## src/rtl/boot_pkg.sv

```systemverilog
// +--------------------------------------------------------------------------+
// | boot_pkg: shared types and constants for the UART boot loader.           |
// | Rev 1.0                                                                  |
// +--------------------------------------------------------------------------+
`default_nettype none

package boot_pkg;

  typedef enum logic [2:0] {
    IDLE    = 3'd0,
    LEN     = 3'd1,
    DATA_HI = 3'd2,
    DATA_LO = 3'd3,
    WRITE   = 3'd4,
    CSUM    = 3'd5
  } boot_state_t;

  typedef enum logic [1:0] {
    RX_IDLE  = 2'd0,
    RX_START = 2'd1,
    RX_DATA  = 2'd2,
    RX_STOP  = 2'd3
  } rx_state_t;

  localparam logic [7:0] SYNC_BYTE = 8'hA5;

  localparam int ERR_FRAME   = 0;
  localparam int ERR_CSUM    = 1;
  localparam int ERR_TIMEOUT = 2;

endpackage

`default_nettype wire

```

## src/rtl/uart_rx_core.sv

```systemverilog
// +--------------------------------------------------------------------------+
// | uart_rx_core: 8N1 receiver with input synchronizer and false-start check.|
// | Rev 1.0                                                                  |
// +--------------------------------------------------------------------------+
`default_nettype none

module uart_rx_core
  import boot_pkg::*;
#(
  parameter int CLK_HZ = 27_000_000,
  parameter int BAUD   = 115_200
) (
  input  logic       clk,
  input  logic       rst,
  input  logic       rx,
  output logic [7:0] rx_data,
  output logic       rx_valid,
  output logic       rx_ferr
);

  localparam int BIT_CYC = CLK_HZ / BAUD;
  localparam int HALF    = BIT_CYC / 2;
  localparam int CW      = $clog2(BIT_CYC);

  rx_state_t     state_q, state_d;
  logic          rx_s1, rx_s2, rx_s3;
  logic [CW-1:0] cnt_q;
  logic [CW-1:0] tgt;
  logic [2:0]    bit_q;
  logic [7:0]    shift_q;
  logic          tick;
  logic          fall;

  assign fall    = rx_s3 & ~rx_s2;
  assign rx_data = shift_q;

  always_comb begin
    tgt     = (state_q == RX_START) ? CW'(HALF - 1) : CW'(BIT_CYC - 1);
    tick    = (state_q != RX_IDLE) && (cnt_q == tgt);
    state_d = state_q;
    case (state_q)
      RX_IDLE:  if (fall) state_d = RX_START;
      // Line back high at mid-start means a glitch, not a frame.
      RX_START: if (tick) state_d = rx_s2 ? RX_IDLE : RX_DATA;
      RX_DATA:  if (tick && bit_q == 3'd7) state_d = RX_STOP;
      RX_STOP:  if (tick) state_d = RX_IDLE;
      default:  state_d = RX_IDLE;
    endcase
  end

  always_ff @(posedge clk) begin
    if (rst) begin
      state_q <= RX_IDLE;
    end else begin
      state_q <= state_d;
    end
  end

  always_ff @(posedge clk) begin
    if (rst) begin
      rx_s1    <= 1'b1;
      rx_s2    <= 1'b1;
      rx_s3    <= 1'b1;
      cnt_q    <= '0;
      bit_q    <= '0;
      shift_q  <= '0;
      rx_valid <= 1'b0;
      rx_ferr  <= 1'b0;
    end else begin
      rx_s1    <= rx;
      rx_s2    <= rx_s1;
      rx_s3    <= rx_s2;
      rx_valid <= 1'b0;
      rx_ferr  <= 1'b0;
      cnt_q    <= (state_q == RX_IDLE || tick) ? '0 : cnt_q + 1'b1;
      if (state_q == RX_START) begin
        bit_q <= '0;
      end
      if (state_q == RX_DATA && tick) begin
        shift_q <= {rx_s2, shift_q[7:1]};
        bit_q   <= bit_q + 1'b1;
      end
      if (state_q == RX_STOP && tick) begin
        rx_valid <= rx_s2;
        rx_ferr  <= ~rx_s2;
      end
    end
  end

endmodule

`default_nettype wire

```

## src/rtl/uart_boot_loader.sv

```systemverilog
// +--------------------------------------------------------------------------+
// | uart_boot_loader: receives a framed image over UART, writes it to BSRAM. |
// | Rev 1.0                                                                  |
// +--------------------------------------------------------------------------+
`default_nettype none

module uart_boot_loader
  import boot_pkg::*;
#(
  parameter int CLK_HZ      = 27_000_000,
  parameter int BAUD        = 115_200,
  parameter int ADDR_W      = 11,
  parameter int TIMEOUT_CYC = 2_700_000
) (
  input  logic              clk,
  input  logic              rst,
  input  logic              uart_rx,
  output logic              mem_ce,
  output logic              mem_wre,
  output logic [ADDR_W-1:0] mem_addr,
  output logic [15:0]       mem_din,
  output logic              busy,
  output logic              done,
  output logic [7:0]        words_loaded,
  output logic [2:0]        err
);

  localparam int TW = $clog2(TIMEOUT_CYC + 1);

  boot_state_t   state_q, state_d;
  logic [7:0]    rx_data;
  logic          rx_valid;
  logic          rx_ferr;
  logic [7:0]    len_q, cnt_q, hi_q, sum_q;
  logic [TW-1:0] idle_cnt;
  logic          sync_hit, abort_frame, timeout_hit, csum_ok;

  uart_rx_core #(
    .CLK_HZ (CLK_HZ),
    .BAUD   (BAUD)
  ) u_rx (
    .clk      (clk),
    .rst      (rst),
    .rx       (uart_rx),
    .rx_data  (rx_data),
    .rx_valid (rx_valid),
    .rx_ferr  (rx_ferr)
  );

  assign mem_ce  = 1'b1;
  assign mem_wre = (state_q == WRITE);
  assign busy    = (state_q != IDLE);

  assign sync_hit    = (state_q == IDLE) && rx_valid && (rx_data == SYNC_BYTE);
  assign abort_frame = (state_q != IDLE) && rx_ferr;
  // A byte arriving on the expiry cycle keeps the packet alive.
  assign timeout_hit = (state_q != IDLE) && !rx_valid && (idle_cnt == TW'(TIMEOUT_CYC - 1));
  assign csum_ok     = (rx_data == sum_q);

  always_comb begin
    state_d = state_q;
    if (abort_frame || timeout_hit) begin
      state_d = IDLE;
    end else begin
      case (state_q)
        IDLE:    if (sync_hit) state_d = LEN;
        LEN:     if (rx_valid) state_d = (rx_data == 8'd0) ? CSUM : DATA_HI;
        DATA_HI: if (rx_valid) state_d = DATA_LO;
        DATA_LO: if (rx_valid) state_d = WRITE;
        WRITE:   state_d = (cnt_q == 8'd1) ? CSUM : DATA_HI;
        CSUM:    if (rx_valid) state_d = IDLE;
        default: state_d = IDLE;
      endcase
    end
  end

  always_ff @(posedge clk) begin
    if (rst) begin
      state_q <= IDLE;
    end else begin
      state_q <= state_d;
    end
  end

  always_ff @(posedge clk) begin
    if (rst) begin
      mem_addr     <= '0;
      mem_din      <= '0;
      done         <= 1'b0;
      words_loaded <= '0;
      err          <= '0;
      len_q        <= '0;
      cnt_q        <= '0;
      hi_q         <= '0;
      sum_q        <= '0;
      idle_cnt     <= '0;
    end else begin
      done     <= 1'b0;
      idle_cnt <= (state_q == IDLE || rx_valid) ? '0 : idle_cnt + 1'b1;
      if (sync_hit) begin
        err      <= '0;
        mem_addr <= '0;
        sum_q    <= '0;
      end
      if (abort_frame) err[ERR_FRAME] <= 1'b1;
      if (timeout_hit) err[ERR_TIMEOUT] <= 1'b1;
      if (rx_valid) begin
        case (state_q)
          LEN: begin
            len_q <= rx_data;
            cnt_q <= rx_data;
            sum_q <= rx_data;
          end
          DATA_HI: begin
            hi_q  <= rx_data;
            sum_q <= sum_q + rx_data;
          end
          DATA_LO: begin
            mem_din <= {hi_q, rx_data};
            sum_q   <= sum_q + rx_data;
          end
          CSUM: begin
            if (csum_ok) begin
              done         <= 1'b1;
              words_loaded <= len_q;
            end else begin
              err[ERR_CSUM] <= 1'b1;
            end
          end
          default: ;
        endcase
      end
      if (state_q == WRITE) begin
        mem_addr <= mem_addr + 1'b1;
        cnt_q    <= cnt_q - 1'b1;
      end
    end
  end

endmodule

`default_nettype wire
```

## config.mk

```make
export PLATFORM = sky130hd
export DESIGN_NAME = uart_boot_loader
export DESIGN_NICKNAME = d
export VERILOG_FILES = /design/src/rtl/boot_pkg.sv /design/src/rtl/uart_rx_core.sv /design/src/rtl/uart_boot_loader.sv
export SDC_FILE = /design/constraint.sdc
export NUM_CORES = 1
export LEC_CHECK = 0
export ABC_AREA = 1
export BUFFER_PORTS_ARGS = -buffer_cell sky130_fd_sc_hd__buf_2
export CAP_MARGIN = 25
export CORE_AREA = 2 2 143 145
export CTS_BUF_LIST = sky130_fd_sc_hd__clkbuf_2 sky130_fd_sc_hd__clkbuf_4 sky130_fd_sc_hd__clkbuf_8
export CTS_CLUSTER_SIZE = 16
export DETAILED_ROUTE_END_ITERATION = 6
export DIE_AREA = 0 0 145 147
export HOLD_SLACK_MARGIN = 0.12
export SETUP_SLACK_MARGIN = 0.1
export SLEW_MARGIN = 20
export SYNTH_ARGS = -nofsm -noshare
export SYNTH_HDL_FRONTEND = slang
export SYNTH_SLANG_ARGS = --single-unit
```

## constraint.sdc

```tcl
create_clock -name clk -period 3.99 [get_ports clk]
set_input_delay 1.197 -clock clk [delete_from_list [all_inputs] [get_ports clk]]
set_output_delay 1.197 -clock clk [all_outputs]
set_load 0.005 [all_outputs]
```

# == Word-level counts from Yosys, hierarchy flattened ==
# Index checks and enable logic that the tools add are counted.
# totals
reg_bits,122
output_inout_bits,42
word_cells,125
inputBits,3
# op_classes
muxes,32
n_bitwise,5
n_reduce_logical,37
n_eq_ne,23
n_addsub,6
# op_table
operator,n
$mux W8,6
$mux W3,10
$add A22 B1 Y22 const B,1
$eq A22 B22 Y1 const B,1
$mux W11,2
$pmux W3 S6,1
$eq A8 B8 Y1,2
$ne A2 B1 Y1 const B,8
$pmux W8 S2,1
$reduce_bool A2 Y1,7
$add A11 B1 Y11 const B,1
$mux W2,5
$reduce_or A2 Y1,5
$eq A3 B3 Y1 const B,3
$logic_and A1 B1 Y1,9
$add A8 B1 Y8 const B,1
$add A8 B8 Y8,1
$eq A8 B1 Y1 const B,1
$eq A8 B8 Y1 const B,1
$logic_not A8 Y1,1
$pmux W2 S4,1
$reduce_and A2 Y1,4
$sub A8 B1 Y8 const B,1
$eq A3 B2 Y1 const B,2
other kinds (17),28

# == Depth between registers and ports, before layout ==
# Gate-level depths: netlist of the first run.
# logic_depth
word_depth,7
mapped_depth,10
depth_no_buf,10

# == By module ==
# Synthesis of the first run repeated with hierarchy kept, for this count alone.
# unflattened
cells_unflattened,860
area_unflattened_um2,5989.5
# by_module_without_submodules
module,n_inst,cells_each,area_each_um2
uart_boot_loader,1,717,4880.9
uart_rx_core,1,143,1108.6

# == Worst setup path after synthesis of the first run ==
# No wires, ideal clock.
# synth_path
path_kind,flip-flop to output port
start,register state_q[1]
end,output port mem_wre
path_buffers,1
arrival_ns,0.845
path_stages_with_launch,5
slack_ns,1.948
t_required_ns,2.793
path_cell_list,dfxtp_1 > nor2_2 > nand2_2 > inv_2 > buf_2
# synth_between
elab_chain_len,1
# synth_rtl
element,line,rtl
from (decl),uart_boot_loader.sv:30,"boot_state_t state_q, state_d;"
from (signal assigned),uart_boot_loader.sv:81,state_q <= state_d;
$eq A3 B3 Y1,uart_boot_loader.sv:51,assign mem_wre = (state_q == WRITE);
to (decl),uart_boot_loader.sv:19,"output logic mem_wre,"
# Every way passes these cells.

# == Worst setup path after layout of the first run ==
# Ends and elaborated chain as after synthesis.

==> impl_metrics.yaml, run 1 <==
cells_and_area:
  area_growth_pct: 15.6
  drive_above_1_share_pct: 11.4
  final_common_cell: "nand2_1"
  antenna_cells: 0
  layout_common_cells: "nand2_1, dfxtp_1, nor2_1, inv_1, a21oi_1"
  final_net_count: 911
  design_area_um2: 6800
  postLayoutCoreUtil_pct: 34.3
pwr:
  leakage_nw: 2.86
  power_w: 0.00266
  p_per_area_nw_per_um2: 391
  ir_drop_mv: 0.161
setup_path:
  crit_required_ns: 2.79
  critPathMaxFanout: 21
  end_kind: "primary output"
  crit_type: "reg2out"
  critPathLaunchType: "register"
  rr_worst_depth: 5
  cp.arrival_ns: 1.79
yosys:
  syn-num-nets: 875
  synth-seq-cells: 122
  netlist-cell-type-count: 36
  seq_area_frac_synth_pct: 41.5
  synth_area_leaders: "dfxtp_1, nand2_1, a21oi_1"
  yosys.area.top_type: "dfxtp_1"
  netlist_instances: 857
  ys_warn_count: 0
  async_reset_ff_share_pct: 0
  ys.flop_type: "dfxtp_1"
  synth_top_area_share_pct: 41.5
  syn-cell-area_um2: 5880
  avgSynthCellArea_um2: 6.86
  synth_edf_count: 0
global_routing:
  grt_pass1_vias: 5060
  overflow: 0
  grtUsageTotal_pct: 13.7
  grt_pass1_wl_um: 23800
  grt_max_degree: 55
  antenna_found_initial: 0
clock_tree:
  clock_latency_ns: 0.45
  cts_max_path_buffers: 2
  cts_resized: 0
  tritoncts: "yes"
  hold_buffers: 0
  clock_sinks: 122
  post_cts_buffers: 0
  cts_root_buf: "clkbuf_8"
  htree_levels: 4
  cts_buffers: 17
  clkTransAtPathRegs_ns: 0.07
detailed_routing:
  vias: 5331
  wirelength_um: 13900
  post_drt_via_cell_ratio: 4.53
  dr.pass1.iters: 5
  avgRoutedWirePerCell_um: 11.8
  drt_iter0_drc: 352
  ant_nets: 0
  drc: 0
die:
  rows: 52
  num_io_pins: 45
  die_area_um2: 21300
  core-area_um2: 19800
  die_w_um: 145
  die_y_um: 147
  start_util_pct: 29.6
min_path:
  min_path_type: "reg2reg"
  hold_depth: 1
sta:
  slew_violations: 0
  final_hold_viol_count: 0
  rsz0062_at_grt: "no"
  period_needed_ns: 2.98
  relSlewSlack_pct: 42.6
  setup_ws_ns: 1.01
  worstMarginPinSlew_ns: 0.859
  fmax_mhz: 335
  fin_crit_sh_pct: 74.8
  fin_worst_skew_ns: 0.0110
  setup_viol_count_final: 0
  fin_setup_tns_ns: 0
status:
  outcome: "completed"
place:
  post_dp_cell_area_um2: 6290
  place.port_buffers: 43
  pre_cts_ws_ns: 1.23
  gp_congestion: 0.845
  place_hpwl_um: 9820
flow_run:
  drv_cap: 0
[final timing paths]
check | from | endpoint | slack, ns
worst max-delay path | state_q[1] | mem_wre | 1.01
worst min-delay path | u_rx.rx_s1 | u_rx.rx_s2 | 0.42
worst min register to register | u_rx.rx_s1 | u_rx.rx_s2 | 0.42
worst max register to register | u_rx.rx_valid | words_loaded[1] | 1.71
[layer usage]
layer	wire, um	global-route usage (%)	vias up
met3	665	3.85	18
met4	219	5.05	0
met2	6390	22.5	96
met1	6640	17.1	2392
met5	0	0	-
li1	-	-	2825
[state kept, by name, indices dropped and copies added (netlist names), 8 cells and up, named ones only]
name / flops
mem_din: 16
u_rx.rx_data: 8
sum_q: 8
cnt_q: 8
mem_addr: 11
idle_cnt: 22
words_loaded: 8
u_rx.cnt_q: 8
hi_q: 8
len_q: 8
[synth_stat cells, types with 2 or more instances]
master	number
nand2_1	221
nor3_1	12
nor3_2	2
clkbuf_1	9
o21ai_0	29
nor3b_1	3
nand3_2	2
ha_1	14
buf_4	6
a31oi_1	4
nor2_1	102
dfxtp_1	122
a21oi_1	82
nor2_2	5
nand2_2	6
xor2_1	4
or2_2	5
nand4_1	16
nand3b_1	5
buf_2	11
xnor2_1	4
o211ai_1	2
inv_1	95
buf_6	2
nand3_1	81
inv_2	3
[layout make-up]
class,count,area [um2]
Sequential cell,122,2440
Inverter,99,372
Clock inverter,10,210
Fill cell,2125,13000
Multi-Input combinational cell,608,2910
Tap cell,270,338
Timing Repair Buffer,45,230
Clock buffer,22,297
[worst max-delay path, cell delays in order, from the launching register on]
cell     delay (ns)
dfxtp_1        0.34
nor2_2         0.17
nand2_2        0.26
inv_2          0.38
buf_2          0.19
[metrics by stage]
| step | std cells | hold slack, ns |
|---|---|---|
| floorplan | 857 | 0.389 |
| global placement | 1144 | 0.396 |
| detailed placement | 1144 | 0.403 |
| CTS | 1176 | 0.425 |
| global route | 1176 | 0.427 |
| finish | 1176 | 0.422 |
[kinds of logic after synthesis]
logic type,synth area share [%]
flip-flops,41.5
XOR/XNOR,1.47
other,0.0638
adder cells (fa/ha/maj),3.32
AND/OR/NAND/NOR,34.2
AO/OA/AOI/OAI,10.4
buffers and inverters,8.98
[power by group]
part,leakage (nW),internal (W),switching (W)
logic,1.62,0.0000117,0.0000344
registers,0.983,0.00122,0.00000521
clock network,0.253,0.000883,0.000499
total,2.86,0.00212,0.000539
Note: power is estimated with default switching activity, not from simulation.
==> run 2, diff against run 1 <==
- clock period: 3.99 -> 3 ns (I/O delays scaled with it)
==> run 2 against run 1 <==
- clock power about the same
- clock-buffer cell count increased by 1
- flip-flop and latch count is the same
- critical path type unchanged
- utilization shrank 0.62 points
- clock skew fell by 0.0044 ns
- routed wire length decreased by 0.11%
- worst setup slack worse by 0.36 ns
- die area is the same
==> impl_metrics.yaml, run 2 (same netlist as run 1, synthesis figures left out) <==
die:
  rows: 52
  die_w_um: 145
  num_io_pins: 45
  die_y_um: 147
  die_area_um2: 21300
  core-area_um2: 19800
  start_util_pct: 29.6
detailed_routing:
  wirelength_um: 13900
  drt_iter0_drc: 287
  routedLengthMet1_um: 6750
  ant_nets: 0
  highest_layer: "met4"
  wl_met2_um: 6370
  drc: 0
  vias: 5339
  post_drt_via_cell_ratio: 4.54
  avgRoutedWirePerCell_um: 11.8
  dr.pass1.iters: 5
  routed-wl-met3_um: 563
cells_and_area:
  drive_above_1_share_pct: 11.5
  area_growth_pct: 13.5
  top_register: "idle_cnt"
  final_common_cell: "nand2_1"
  final_net_count: 913
  fin_cells: 1177
  layout_common_cells: "nand2_1, dfxtp_1, nor2_1, inv_1, a21oi_1"
  antenna_cells: 0
  reg.largest.list: "idle_cnt x22, mem_din x16, mem_addr x11"
  largest_reg_flops: 22
  fill_cells: 2164
pwr:
  p_sw_w: 0.000685
  seq_power_share_pct: 53.3
  leakage_nw: 2.81
  intPower_w: 0.00238
  swShare_pct: 22.4
  power_w: 0.00306
  p_per_area_nw_per_um2: 459
  p_comb_share_pct: 2.0
  p_clk_share_pct: 44.6
  ir_drop_mv: 0.217
setup_path:
  crit_buf_inv: 2
  cp.arrival_ns: 1.45
  end_kind: "primary output"
  crit_slowest_cell: "dfxtp_1"
  critPathMaxFanout: 19
  cp_cell_sequence: "nor2_2 > nand2_2 > inv_2 > buf_2"
  critPathMaxStageDelay_ns: 0.34
  critPathLaunchType: "register"
  crit_type: "reg2out"
  crit_family: "simple AND/OR/NAND/NOR gates"
  crit_required_ns: 2.10
flow_run:
  drv_cap: 0
clock_tree:
  clkTransAtPathRegs_ns: 0.07
  clock_latency_ns: 0.43
  htree_levels: 4
  cts_root_buf: "clkbuf_8"
  post_cts_buffers: 0
  cts_resized: 0
  cts_max_path_buffers: 2
  hold_buffers: 0
  tritoncts: "yes"
  clock_sinks: 122
  cts_buffers: 17
sta:
  setup_viol_count_final: 0
  setup_ws_ns: 0.646
  fin_setup_tns_ns: 0
  fin_crit_sh_pct: 78.5
  fin_worst_skew_ns: 0.00657
  slew_violations: 0
  rsz0062_at_grt: "no"
  final_hold_viol_count: 0
  relSlewSlack_pct: 42.1
  fmax_mhz: 425
  period_needed_ns: 2.35
  worstMarginPinSlew_ns: 0.867
  hold_slack_ns: 0.415
global_routing:
  grt_pass1_vias: 4824
  grt_max_degree: 54
  overflow: 0
  antenna_found_initial: 0
  grtUsageTotal_pct: 13.3
  grt_pass1_wl_um: 23200
place:
  place_hpwl_um: 9800
  dp.cells: 1146
  gp_congestion: 0.830
  pre_cts_ws_ns: 1.00
  place.port_buffers: 43
status:
  outcome: "completed"
min_path:
  min_path_type: "reg2reg"
## run 2: through the flow
step / util, % / area (um2)
2_1_floorplan: - / 5880
3_3_place_gp: 31.8 / 6310
3_5_place_dp: 31.8 / 6310
4_1_cts: 33.6 / 6670
5_1_grt: 33.6 / 6670
6_report: 33.6 / 6670
## run 2: metal layers
layer,vias to the layer above,track usage [%]
li1,2823,-
met3,14,3.51
met2,92,21.0
met5,-,0
met4,0,5.74
met1,2410,17.2
## run 2: final timing paths
check	from	end	slack [ns]	cells after the start
worst min register to register	u_rx.rx_s1	u_rx.rx_s2	0.42	1
worst max-delay path	state_q[1]	mem_wre	0.65	4
worst min-delay path	u_rx.rx_s1	u_rx.rx_s2	0.42	1
worst max register to register	state_q[1]	state_q[1]	1.10	9
## run 2: power groups by stage
stage | clock network [W] | registers, W | logic [W]
floorplan | 0 | 0.00167 | 0.0000481
global placement | 0 | 0.00167 | 0.0000621
detailed placement | 0 | 0.00167 | 0.0000631
CTS | 0.00141 | 0.00163 | 0.0000632
global route | 0.00149 | 0.00163 | 0.0000711
finish | 0.00137 | 0.00163 | 0.0000625
## run 2: layout make-up
type | count | area [um2] | share of cell area, %
clock buffer | 23 | 298 | 4.46
clock inverter | 8 | 70.1 | 1.05
inverter | 99 | 372 | 5.57
multi-input combinational | 608 | 2910 | 43.6
sequential | 122 | 2440 | 36.6
tap | 270 | 338 | 5.06
timing repair buffer | 47 | 245 | 3.67
==> run 3, diff against run 2 <==
- clock period: 3 -> 2.1 ns (I/O delays scaled with it)
==> run 3 against run 2 <==
- cell count is 1.1% higher
- critical path depth is 1 lower
- clock power is 55% higher
- global-route usage is 0.23 points higher
- non-clock buffer count is 12 higher
- sequential power is 43% higher
- routed wire length is 0.51% higher
- clock-buffer cell count is 4 lower
- worst hold slack worse by 0.016 ns
- combinational power is 45% higher
- die area stayed put
- total power is 48% higher
==> impl_metrics.yaml, run 3 (same netlist as run 1, synthesis figures left out) <==
status:
  outcome: "completed"
cells_and_area:
  layout_common_cells: "nand2_1, dfxtp_1, nor2_1, inv_1, a21oi_1"
  final_net_count: 925
  reg.largest.list: "idle_cnt x22, mem_din x16, mem_addr x11"
  fill_cells: 2100
  largest_reg_flops: 22
  fin_cells: 1190
  final_common_cell: "nand2_1"
  antenna_cells: 0
  top_register: "idle_cnt"
  multiInputGateArea_um2: 2910
  regArea_um2: 2440
  drive_above_1_share_pct: 12.7
  area_growth_pct: 15.8
sta:
  fmax_mhz: 524
  fin_setup_tns_ns: 0
  fin_worst_skew_ns: 0.0117
  worstMarginPinSlew_ns: 0.514
  fin_crit_sh_pct: 90.8
  relSlewSlack_pct: 65.7
  period_needed_ns: 1.91
  rsz0062_at_grt: "no"
  slew_violations: 0
  hold_slack_ns: 0.399
  final_hold_viol_count: 0
  setup_viol_count_final: 0
global_routing:
  grt_pass1_vias: 4847
  antenna_found_initial: 0
  overflow: 0
  grt_max_degree: 32
  grtUsageTotal_pct: 13.5
  grt_pass1_wl_um: 23300
min_path:
  hold_end: "u_rx.rx_s1"
  min_from: "uart_rx"
  hold_depth: 2
  min_path_type: "in2reg"
die:
  core-area_um2: 19800
  die_y_um: 147
  die_area_um2: 21300
  die_w_um: 145
  start_util_pct: 29.6
  num_io_pins: 45
  rows: 52
flow_run:
  drv_cap: 0
detailed_routing:
  avgRoutedWirePerCell_um: 11.7
  post_drt_via_cell_ratio: 4.47
  drt_iter0_drc: 289
  ant_nets: 0
  dr.pass1.iters: 5
  wirelength_um: 14000
  drc: 0
  vias: 5321
clock_tree:
  clock_sinks: 122
  cts_root_buf: "clkbuf_8"
  clkTransAtPathRegs_ns: 0.07
  cts_max_path_buffers: 2
  tritoncts: "yes"
  clock_latency_ns: 0.45
  cts_buffers: 17
  hold_buffers: 0
  htree_levels: 4
place:
  dp.cells: 1157
  place.port_buffers: 43
  gp_congestion: 0.886
  place_hpwl_um: 9930
setup_path:
  r2r_start: "u_rx.rx_data[5]"
  worstReg2RegEnd: "words_loaded[6]"
  crit_type: "reg2out"
  critPathMaxFanout: 5
  rr_worst_depth: 7
  crit_required_ns: 1.47
  critPathLaunchType: "register"
  critPathMaxStageDelay_ns: 0.35
  r2r_slack_ns: 0.32
  cp_cell_sequence: "nor2_2 > nand2_2 > buf_2"
  crit_slowest_cell: "dfxtp_1"
  cp.arrival_ns: 1.28
  end_kind: "primary output"
pwr:
  ir_drop_mv: 0.339
  leakage_nw: 2.86
  power_w: 0.00454
  p_per_area_nw_per_um2: 667
-- run 3: cell types whose count changed in the layout (fill, tap and decap cells not counted), moves of 2 or more --
| cell | delta |
|---|---|
| inv_6 | +3 |
| clkinv_4 | +3 |
| clkbuf_4 | -3 |
| clkinv_2 | -3 |
| buf_4 | +12 |
| clkinvlp_4 | +2 |
-- run 3: layout make-up --
cell class                      count  area share, %
Inverter                           99           5.53
Tap cell                          270           4.96
Multi-Input combinational cell    608           42.7
Sequential cell                   122           35.9
Clock buffer                       19           3.84
Timing Repair Buffer               59           4.93
Clock inverter                     13           2.11
-- run 3: worst max-delay path: cells and delay by family, from the launching register on --
family	cells	cell delay (ns)
buffers and inverters	1	0.16
DFF	1	0.35
and+or+nand+nor	2	0.33
-- run 3: through the flow --
step | cell area (um2) | utilization [%] | setup WS [ns]
after CTS | 6810 | 34.3 | 0.151
after floorplan | 5880 | - | 0.527
after global placement | 6390 | 32.2 | 0.382
after global routing | 6810 | 34.3 | 0.123
after detailed placement | 6390 | 32.2 | 0.333
final | 6810 | 34.3 | 0.192
-- run 3: worst max path at each step --
stage	start	to	slack, ns
final	state_q[0]	busy	0.19
after global routing	state_q[2]	busy	0.12
after CTS	state_q[0]	busy	0.15
after detailed placement	u_rx.rx_data[4]	words_loaded[6]	0.33
after global placement	u_rx.rx_data[5]	words_loaded[3]	0.38
after floorplan	u_rx.rx_data[5]	words_loaded[1]	0.53
-- run 3: per-layer routing --
| metal | part of all wire [%] | vias up | GRT usage (%) |
|---|---|---|---|
| met1 | 49 | 2378 | 17.3 |
| li1 | - | 2858 | - |
| met3 | 4.4 | 12 | 3.60 |
| met4 | 1.3 | 0 | 5.35 |
| met2 | 45 | 73 | 21.8 |
| met5 | 0 | - | 0 |
-- run 3: power by group --
group / internal, W / total [W] / switching (W)
logic: 0.0000248 / 0.0000908 / 0.0000660
clock network: 0.00112 / 0.00212 / 0.000995
registers: 0.00232 / 0.00233 / 0.00000993
total: 0.00347 / 0.00454 / 0.00107
-- run 3: repair_timing --
action	4_1_cts	5_1_grt
setup endpoints to repair	1	0
buffers inserted	1	0
resized for setup	2	0
endpoints found under the hold margin	0	0
